<file path="src/rtl/bsg_axil_irq_notifier.sv">
// rtl/bsg_axil_irq_notifier.sv - PLIC target level/ID changes to AXI4-Lite write notifications
// Round-robin across targets, coalesces changes, retries errored writes a bounded number of times.
module bsg_axil_irq_notifier #(
  parameter int num_targets_p     = 2,
  parameter int id_width_p        = 1,
  parameter int axil_data_width_p = 32,
  parameter int axil_addr_width_p = 32,
  parameter logic [31:0] base_addr_p = 32'h300000,
  parameter int stride_p          = 8,
  parameter int max_retry_p       = 3,
  localparam int idx_w_lp   = (num_targets_p == 1) ? 1 : $clog2(num_targets_p),
  localparam int retry_w_lp = (max_retry_p + 1 == 1) ? 1 : $clog2(max_retry_p + 1)
) (
  input  logic                           clk_i,
  input  logic                           rst_ni,
  input  logic [num_targets_p-1:0]       irq_i,
  input  logic [id_width_p-1:0]          irq_id_i [num_targets_p],
  output logic [axil_addr_width_p-1:0]   m_axil_awaddr_o,
  output logic [2:0]                     m_axil_awprot_o,
  output logic                           m_axil_awvalid_o,
  input  logic                           m_axil_awready_i,
  output logic [axil_data_width_p-1:0]   m_axil_wdata_o,
  output logic [axil_data_width_p/8-1:0] m_axil_wstrb_o,
  output logic                           m_axil_wvalid_o,
  input  logic                           m_axil_wready_i,
  input  logic [1:0]                     m_axil_bresp_i,
  input  logic                           m_axil_bvalid_i,
  output logic                           m_axil_bready_o,
  output logic                           err_v_o,
  output logic [idx_w_lp-1:0]            err_target_o
);

  if (axil_data_width_p < id_width_p + 1) begin : g_bad_data_width
    $error("axil_data_width_p must be at least id_width_p+1");
  end
  if ((stride_p % (axil_data_width_p / 8)) != 0) begin : g_bad_stride
    $error("stride_p must be a multiple of axil_data_width_p/8");
  end

  typedef enum logic [1:0] {IDLE, SEND, RESP} state_e;

  localparam logic [idx_w_lp-1:0]   last_idx_lp  = idx_w_lp'(num_targets_p - 1);
  localparam logic [retry_w_lp-1:0] max_retry_lp = retry_w_lp'(max_retry_p);

  state_e                         state_q, state_d;
  logic [idx_w_lp-1:0]            idx_q, idx_d, ptr_q, ptr_d;
  logic [axil_addr_width_p-1:0]   addr_q, addr_d;
  logic [axil_data_width_p-1:0]   data_q, data_d;
  logic                           awv_q, awv_d, wv_q, wv_d;
  logic [retry_w_lp-1:0]          retry_q, retry_d;
  logic                           err_v_q, err_v_d;
  logic [idx_w_lp-1:0]            err_target_q, err_target_d;
  logic [id_width_p:0]            snap_q [num_targets_p];
  logic [id_width_p:0]            snap_d [num_targets_p];

  logic [num_targets_p-1:0]       pending;
  logic [idx_w_lp-1:0]            grant, cand, next_idx;
  logic                           found;

  always_comb begin
    for (int t = 0; t < num_targets_p; t++) begin
      pending[t] = ({irq_i[t], irq_id_i[t]} != snap_q[t]);
    end
  end

  // Search starts at the priority pointer and wraps, so the last-served target goes last.
  always_comb begin
    grant = '0;
    found = 1'b0;
    cand  = ptr_q;
    for (int i = 0; i < num_targets_p; i++) begin
      if (!found && pending[cand]) begin
        grant = cand;
        found = 1'b1;
      end
      cand = (cand == last_idx_lp) ? '0 : cand + idx_w_lp'(1);
    end
  end

  assign next_idx = (idx_q == last_idx_lp) ? '0 : idx_q + idx_w_lp'(1);

  always_comb begin
    state_d      = state_q;
    idx_d        = idx_q;
    ptr_d        = ptr_q;
    addr_d       = addr_q;
    data_d       = data_q;
    awv_d        = awv_q;
    wv_d         = wv_q;
    retry_d      = retry_q;
    err_v_d      = 1'b0;
    err_target_d = err_target_q;
    snap_d       = snap_q;
    case (state_q)
      IDLE: begin
        if (found) begin
          idx_d         = grant;
          addr_d        = axil_addr_width_p'(64'(base_addr_p) + 64'(grant) * 64'(stride_p));
          data_d        = axil_data_width_p'({irq_id_i[grant], irq_i[grant]});
          snap_d[grant] = {irq_i[grant], irq_id_i[grant]};
          awv_d         = 1'b1;
          wv_d          = 1'b1;
          state_d       = SEND;
        end
      end
      SEND: begin
        if (m_axil_awready_i) awv_d = 1'b0;
        if (m_axil_wready_i)  wv_d  = 1'b0;
        if (!awv_d && !wv_d) state_d = RESP;
      end
      RESP: begin
        if (m_axil_bvalid_i) begin
          if (m_axil_bresp_i == 2'b00) begin
            state_d = IDLE;
            retry_d = '0;
            ptr_d   = next_idx;
          end else if (retry_q < max_retry_lp) begin
            state_d = SEND;
            awv_d   = 1'b1;
            wv_d    = 1'b1;
            retry_d = retry_q + retry_w_lp'(1);
          end else begin
            // Snapshot already holds the dropped value, so this change is not re-sent.
            state_d      = IDLE;
            retry_d      = '0;
            ptr_d        = next_idx;
            err_v_d      = 1'b1;
            err_target_d = idx_q;
          end
        end
      end
      default: state_d = IDLE;
    endcase
  end

  always_ff @(posedge clk_i or negedge rst_ni) begin
    if (!rst_ni) begin
      state_q      <= IDLE;
      idx_q        <= '0;
      ptr_q        <= '0;
      addr_q       <= '0;
      data_q       <= '0;
      awv_q        <= 1'b0;
      wv_q         <= 1'b0;
      retry_q      <= '0;
      err_v_q      <= 1'b0;
      err_target_q <= '0;
      for (int t = 0; t < num_targets_p; t++) snap_q[t] <= '0;
    end else begin
      state_q      <= state_d;
      idx_q        <= idx_d;
      ptr_q        <= ptr_d;
      addr_q       <= addr_d;
      data_q       <= data_d;
      awv_q        <= awv_d;
      wv_q         <= wv_d;
      retry_q      <= retry_d;
      err_v_q      <= err_v_d;
      err_target_q <= err_target_d;
      for (int t = 0; t < num_targets_p; t++) snap_q[t] <= snap_d[t];
    end
  end

  assign m_axil_awaddr_o  = addr_q;
  assign m_axil_awprot_o  = 3'b000;
  assign m_axil_awvalid_o = awv_q;
  assign m_axil_wdata_o   = data_q;
  assign m_axil_wstrb_o   = '1;
  assign m_axil_wvalid_o  = wv_q;
  assign m_axil_bready_o  = (state_q == RESP);
  assign err_v_o          = err_v_q;
  assign err_target_o     = err_target_q;

endmodule

</file>
<file path="config.mk">
export PLATFORM = sky130hd
export DESIGN_NAME = bsg_axil_irq_notifier
export DESIGN_NICKNAME = d
export VERILOG_FILES = /design/src/rtl/bsg_axil_irq_notifier.sv
export SDC_FILE = /design/constraint.sdc
export NUM_CORES = 1
export LEC_CHECK = 0
export CORE_ASPECT_RATIO = 0.75
export CORE_MARGIN = 2
export CORE_UTILIZATION = 36
export DETAILED_ROUTE_END_ITERATION = 10
export GPL_TIMING_DRIVEN = 0
export PLACE_DENSITY = 0.77
export SKIP_LAST_GASP = 1
export SLEW_MARGIN = 20
export SYNTH_ARGS = -nofsm -noshare
export SYNTH_HDL_FRONTEND = slang
export SYNTH_SLANG_ARGS = --single-unit
export TNS_END_PERCENT = 5
</file>
<file path="constraint.sdc">
create_clock -name clk_i -period 2 [get_ports clk_i]
set_clock_uncertainty 0.1 [all_clocks]
set_input_delay 0.2 -clock clk_i [delete_from_list [all_inputs] [get_ports clk_i]]
set_output_delay 0.2 -clock clk_i [all_outputs]
set_load 0.01 [all_outputs]
</file>
==> results of run 1 <==
==> final timing paths <==
kind                         startpoint           endpoint  slack [ns]  depth (start not counted)
max                          state_q[0]    m_axil_bready_o        0.20                          2
min                              rst_ni  m_axil_wdata_o[0]        0.29                          1
max reg2reg                  retry_q[0]    m_axil_wvalid_o        0.30                          4
min reg2reg                err_target_o       err_target_o        0.39                          1
max in group asynchronous        rst_ni         retry_q[1]        1.04                          1
min in group clk_i         err_target_o       err_target_o        0.39                          1
==> logic make-up after synthesis <==
family,synth area share
AO/OA/AOI/OAI,0.0936
flip-flops,0.315
adder cells (fa/ha/maj),0.00927
multiplexers,0.0417
AND/OR/NAND/NOR,0.100
buffers and inverters,0.409
XOR/XNOR,0.0260
other,0.00556
==> final cells by class <==
class	instances	area, sq um	area share
flip-flops and latches	17	425	0.224
clock inverters	1	5.00	0.00263
inverters	9	33.8	0.0178
plain buffers	69	518	0.272
multi-input cells	115	613	0.322
repair buffers	20	200	0.105
well taps	52	65.1	0.0342
clock buffers	3	41.3	0.0217
==> registers in the layout (all words and copies together) (netlist names) <==
name              cells
err_target_o          1
err_v_o               1
m_axil_awaddr_o       2
m_axil_awvalid_o      1
m_axil_wdata_o        2
m_axil_wvalid_o       1
ptr_q                 1
retry_q               2
snap_q                4
state_q               2
==> per-layer routing <==
metal	vias up	share of wire
li1	519	-
met1	390	0.45
met2	40	0.47
met3	2	0.085
met4	0	0.0019
met5	-	0
==> worst max-delay path, delay by kind of cell (launching register included) <==
| kind | cells | cell delay (ns) |
|---|---|---|
| simple gates | 1 | 0.19 |
| flops | 1 | 0.49 |
| buf+inv | 1 | 0.56 |
==> power breakdown <==
part | switching, mW | total (mW) | internal (mW)
clock | 0.116 | 0.254 | 0.138
sequential | 0.105 | 0.590 | 0.486
combinational | 0.395 | 0.835 | 0.440
total | 0.616 | 1.68 | 1.06
==> per-stage QoR <==
| stage | std cells | utilization | cell area, sq um | hold slack (ns) | power (mW) |
|---|---|---|---|---|---|
| global placement | 282 | 0.510 | 1860 | 0.372 | 1.41 |
| finish | 286 | 0.523 | 1900 | 0.294 | 1.68 |
| CTS | 286 | 0.523 | 1900 | 0.321 | 1.70 |
| global route | 286 | 0.523 | 1900 | 0.361 | 1.82 |
| floorplan | 210 | - | 1590 | -0.196 | 1.19 |
| detailed placement | 282 | 0.510 | 1860 | 0.383 | 1.43 |
==> cell usage in the layout (no fill, tap or decap), types with 3 or more instances in the layout <==
cell	instances
inv_1	8
clkbuf_8	3
clkdlybuf4s50_1	20
o21ai_0	5
nor2_1	5
dfrtp_1	17
a21oi_1	3
mux2_1	5
buf_4	69
nand2_1	6
conb_1	66
==> flow_metrics.env, run 1 <==
export IMPL_clk_pin_slew_ns=0.07
export IMPL_worstMarginPinSlew_ns=0.751
export IMPL_crit_slowest_cell="clkdlybuf4s50_1"
export IMPL_yosys_warnings=0
export IMPL_synth_async_reset_ratio=1.00
export IMPL_port_buffers=20
export IMPL_ys_types=30
export IMPL_synth_edff_count=0
export IMPL_fp_coreArea_sq_um=3640
export IMPL_grt_use_met1=0.137
export IMPL_finalCriticalPeriod_ns=1.80
export IMPL_synth_avg_cell_area_sq_um=9.25
export IMPL_wl_per_cell_microns=7.49
export IMPL_fillers=351
export IMPL_critPathLaunchType="flip-flop"
export IMPL_drc=0
export IMPL_holdBufCountCts=0
export IMPL_worst_slack_ns=0.200
export IMPL_die_area_sq_um=4260
export IMPL_h_tree_depth=1
export IMPL_drtIter0Drc=39
export IMPL_num_io_pins=87
export IMPL_p_per_area_nw_per_um2=883
export IMPL_wirelength_microns=2140
export IMPL_ys_seq_area_frac=0.315
export IMPL_synth_top_area_frac=0.384
export IMPL_synthCells=146
export IMPL_grt_ovfl_total=0
export IMPL_ctsResizeCount=0
export IMPL_drtAntennaViolNets=0
export IMPL_crit_type="flip-flop to output port"
export IMPL_cts_buffer_depth=2
export IMPL_rows=19
export IMPL_layout_drive_gt1_share=0.333
export IMPL_floorplan_initialDensity=0.371
export IMPL_gp_congestion=0.748
export IMPL_grt_busiest_layer="met1"
export IMPL_grt_pass1_wl_microns=3080
export IMPL_antenna_found_initial=0
export IMPL_grt_usage=0.0948
export IMPL_slew_violations=0
export IMPL_setup_violations=0
export IMPL_run_status="completed"
export IMPL_slowest_delay_ns=0.56
export IMPL_met3_usage=0.0424
export IMPL_synthTopCellsByCount="buf_4, dfrtp_1, inv_1, nand2_1"
export IMPL_rsz0062_at_grt="false"
export IMPL_syn_to_final_growth_pct=40.9
export IMPL_max_freq_ghz=0.556
export IMPL_path_max_fanout=8
export IMPL_ys_flop_type="dfrtp_1"
export IMPL_clock_sinks=17
export IMPL_grt_met2_usage=0.137
export IMPL_synth_largest_area_cell="buf_4"
export IMPL_grt_max_degree=18
export IMPL_cts_tree="yes"
export IMPL_post_cts_buffers=0
export IMPL_irDropWorstVdd_mv=0.497
export IMPL_dp_slack_ns=0.00660
export IMPL_vias=951
export IMPL_die_x_microns=74.7
export IMPL_insertion_delay_ns=0.25
export IMPL_maxCapViolCount=0
export IMPL_cts_root_buf="clkbuf_8"
export IMPL_finalCritPeriodShare=0.900
export IMPL_grt_pass1_vias=693
export IMPL_final_hold_violation_count=0
export IMPL_cp_arrival_ns=1.50
export IMPL_viasPerCell=3.33
export IMPL_hpwl_microns=1810
export IMPL_die_h_microns=57.0
export IMPL_fin_setup_tns_ns=0
export IMPL_required_ns=1.70
export IMPL_synth_area_sq_um=1350
export IMPL_crit_chain="nor2b_2, clkdlybuf4s50_1"
export IMPL_hold_class="primary input to async pin"
export IMPL_nets=247
export IMPL_synth_area_leaders="buf_4, dfrtp_1, mux2_1"
export IMPL_critPathCaptureType="output port"
export IMPL_ys_ff_latch=17
export IMPL_relSlewSlack=0.498
export IMPL_power_leakage_nw=1.08
export IMPL_synth_most_common_cell="buf_4"
export IMPL_cts_buffers=3
export IMPL_diodes=0
export IMPL_drtPass1Iterations=4
Power figures use the tool's default switching activity.
==> inputs of run 2 (changes only) <==
--- a/config.mk
+++ b/config.mk
@@ -16,4 +16,4 @@
 export SYNTH_ARGS = -nofsm -noshare
 export SYNTH_HDL_FRONTEND = slang
 export SYNTH_SLANG_ARGS = --single-unit
-export TNS_END_PERCENT = 5
+export TNS_END_PERCENT = 20
==> results of run 2 <==
No change in the layout: final DEF, timing and power equal those of run 1.
==> inputs of run 3 (changes only) <==
--- a/config.mk
+++ b/config.mk
@@ -8,9 +8,10 @@
 export CORE_ASPECT_RATIO = 0.75
 export CORE_MARGIN = 2
 export CORE_UTILIZATION = 36
+export CTS_CLUSTER_DIAMETER = 150
 export DETAILED_ROUTE_END_ITERATION = 10
 export GPL_TIMING_DRIVEN = 0
-export PLACE_DENSITY = 0.77
+export PLACE_DENSITY = 0.8
 export SKIP_LAST_GASP = 1
 export SLEW_MARGIN = 20
 export SYNTH_ARGS = -nofsm -noshare
==> flow_metrics.env, run 3 (synthesis gave the netlist of run 1 again) <==
export IMPL_post_cts_buffers=0
export IMPL_wl_met2_microns=1080
export IMPL_wl_met1_microns=936
export IMPL_dp_slack_ns=0.0426
export IMPL_largest_reg_flops=4
export IMPL_fp_coreArea_sq_um=3640
export IMPL_drtIter0Drc=28
export IMPL_cts_buffer_depth=2
export IMPL_combinationalPowerShare=0.492
export IMPL_final_cell_mix="buf_4, conb_1, clkdlybuf4s50_1, dfrtp_1, inv_1"
export IMPL_drc=0
export IMPL_rsz0062_at_grt="false"
export IMPL_diodes=0
export IMPL_internal_power_mw=1.06
export IMPL_drtPass1Iterations=4
export IMPL_die_area_sq_um=4260
export IMPL_fillers=347
export IMPL_r2r_slack_ns=0.29
export IMPL_die_h_microns=57.0
export IMPL_reg2reg_to="m_axil_awvalid_o"
export IMPL_cts_root_buf="clkbuf_8"
export IMPL_rows=19
export IMPL_holdBufCountCts=0
export IMPL_drtAntennaViolNets=0
export IMPL_critPathLaunchType="flip-flop"
export IMPL_grt_pass1_wl_microns=3350
export IMPL_power_leakage_nw=1.08
export IMPL_setup_violations=0
export IMPL_power_mw=1.69
export IMPL_slew_violations=0
export IMPL_path_max_fanout=10
export IMPL_worstReg2RegStart="retry_q[0]"
export IMPL_run_status="completed"
export IMPL_irDropWorstVdd_mv=0.424
export IMPL_p_sw_mw=0.624
export IMPL_cp_arrival_ns=1.50
export IMPL_ctsResizeCount=0
export IMPL_clock_sinks=17
export IMPL_relSlewSlack=0.484
export IMPL_num_io_pins=87
export IMPL_critPathCaptureType="output port"
export IMPL_grt_ovfl_total=0
export IMPL_port_buffers=20
export IMPL_p_per_area_nw_per_um2=887
export IMPL_cts_buffers=3
export IMPL_die_x_microns=74.7
export IMPL_critPathCapture="m_axil_bready_o"
export IMPL_gp_congestion=0.760
export IMPL_max_freq_ghz=0.555
export IMPL_antenna_found_initial=0
export IMPL_vias=955
export IMPL_grt_usage=0.102
export IMPL_top_layer_used="met4"
export IMPL_worst_setup_path_startpoint="state_q[1]"
export IMPL_cts_tree="yes"
export IMPL_clk_pin_slew_ns=0.07
export IMPL_grt_max_degree=18
export IMPL_route_met3_wl_microns=174
export IMPL_worstMarginPinSlew_ns=0.772
export IMPL_syn_to_final_growth_pct=40.9
export IMPL_wirelength_microns=2210
export IMPL_p_seq_frac=0.352
export IMPL_finalCritPeriodShare=0.902
export IMPL_utilization=0.523
export IMPL_reg2reg_depth=4
export IMPL_hpwl_microns=1820
export IMPL_hold_class="primary input to async pin"
export IMPL_wl_per_cell_microns=7.72
export IMPL_grt_pass1_vias=754
export IMPL_hold_slack_ns=0.292
export IMPL_regMostFlops="snap_q"
export IMPL_p_clk_frac=0.156
export IMPL_viasPerCell=3.34
export IMPL_floorplan_initialDensity=0.371
export IMPL_maxCapViolCount=0
export IMPL_sw_frac_of_total=0.370
export IMPL_insertion_delay_ns=0.26
export IMPL_crit_type="flip-flop to output port"
export IMPL_finalCriticalPeriod_ns=1.80
export IMPL_h_tree_depth=1
export IMPL_layout_drive_gt1_share=0.333
export IMPL_layout_commonest_cell="buf_4"
export IMPL_final_hold_violation_count=0
export IMPL_fin_setup_tns_ns=0
export IMPL_nets=247
export IMPL_required_ns=1.70
export IMPL_worst_slack_ns=0.197
==> run 3: cell counts in the layout (fill, tap and decap cells not counted) <==
Identical to the previous run, type by type.
==> run 3: layout make-up <==
class / count / area [sq um] / area share
multi-input cells: 115 / 613 / 0.322
plain buffers: 69 / 518 / 0.272
well taps: 52 / 65.1 / 0.0342
repair buffers: 20 / 200 / 0.105
flip-flops and latches: 17 / 425 / 0.224
clock buffers: 3 / 41.3 / 0.0217
clock inverters: 1 / 5.00 / 0.00263
inverters: 9 / 33.8 / 0.0178
==> run 3: power groups by stage <==
| stage | clock, mW | sequential (mW) | combinational [mW] |
|---|---|---|---|
| after floorplan | 0 | 0.597 | 0.595 |
| after global placement | 0 | 0.592 | 0.816 |
| after detailed placement | 0 | 0.597 | 0.827 |
| after CTS | 0.273 | 0.593 | 0.834 |
| after global routing | 0.284 | 0.611 | 0.922 |
| final | 0.263 | 0.593 | 0.831 |
==> run 3: per-stage QoR <==
stage / cell area [sq um] / std cells
after CTS: 1900 / 286
after global placement: 1860 / 282
after floorplan: 1590 / 210
final: 1900 / 286
after detailed placement: 1860 / 282
after global routing: 1900 / 286
==> run 3: routing by layer <==
metal  track usage  up-vias
met5             0        -
met4        0.0230        0
met3        0.0389        3
met2         0.164       38
met1         0.131      399
li1              -      515
==> run 3: worst min path at each step <==
stage | start | endpoint | slack (ns) | depth (start not counted)
finish | rst_ni | m_axil_wdata_o[1] | 0.29 | 1
global route | rst_ni | snap_q[0] | 0.38 | 1
CTS | rst_ni | m_axil_wdata_o[1] | 0.33 | 1
detailed placement | err_target_o | err_target_o | 0.38 | 1
global placement | retry_q[1] | retry_q[1] | 0.37 | 2
floorplan | rst_ni | err_target_o | -0.20 | 0
==> run 3: worst max-delay path: stages (launching register included) <==
cell,delay (ns)
dfrtp_1,0.32
buf_4,0.16
nor2b_2,0.20
clkdlybuf4s50_1,0.56
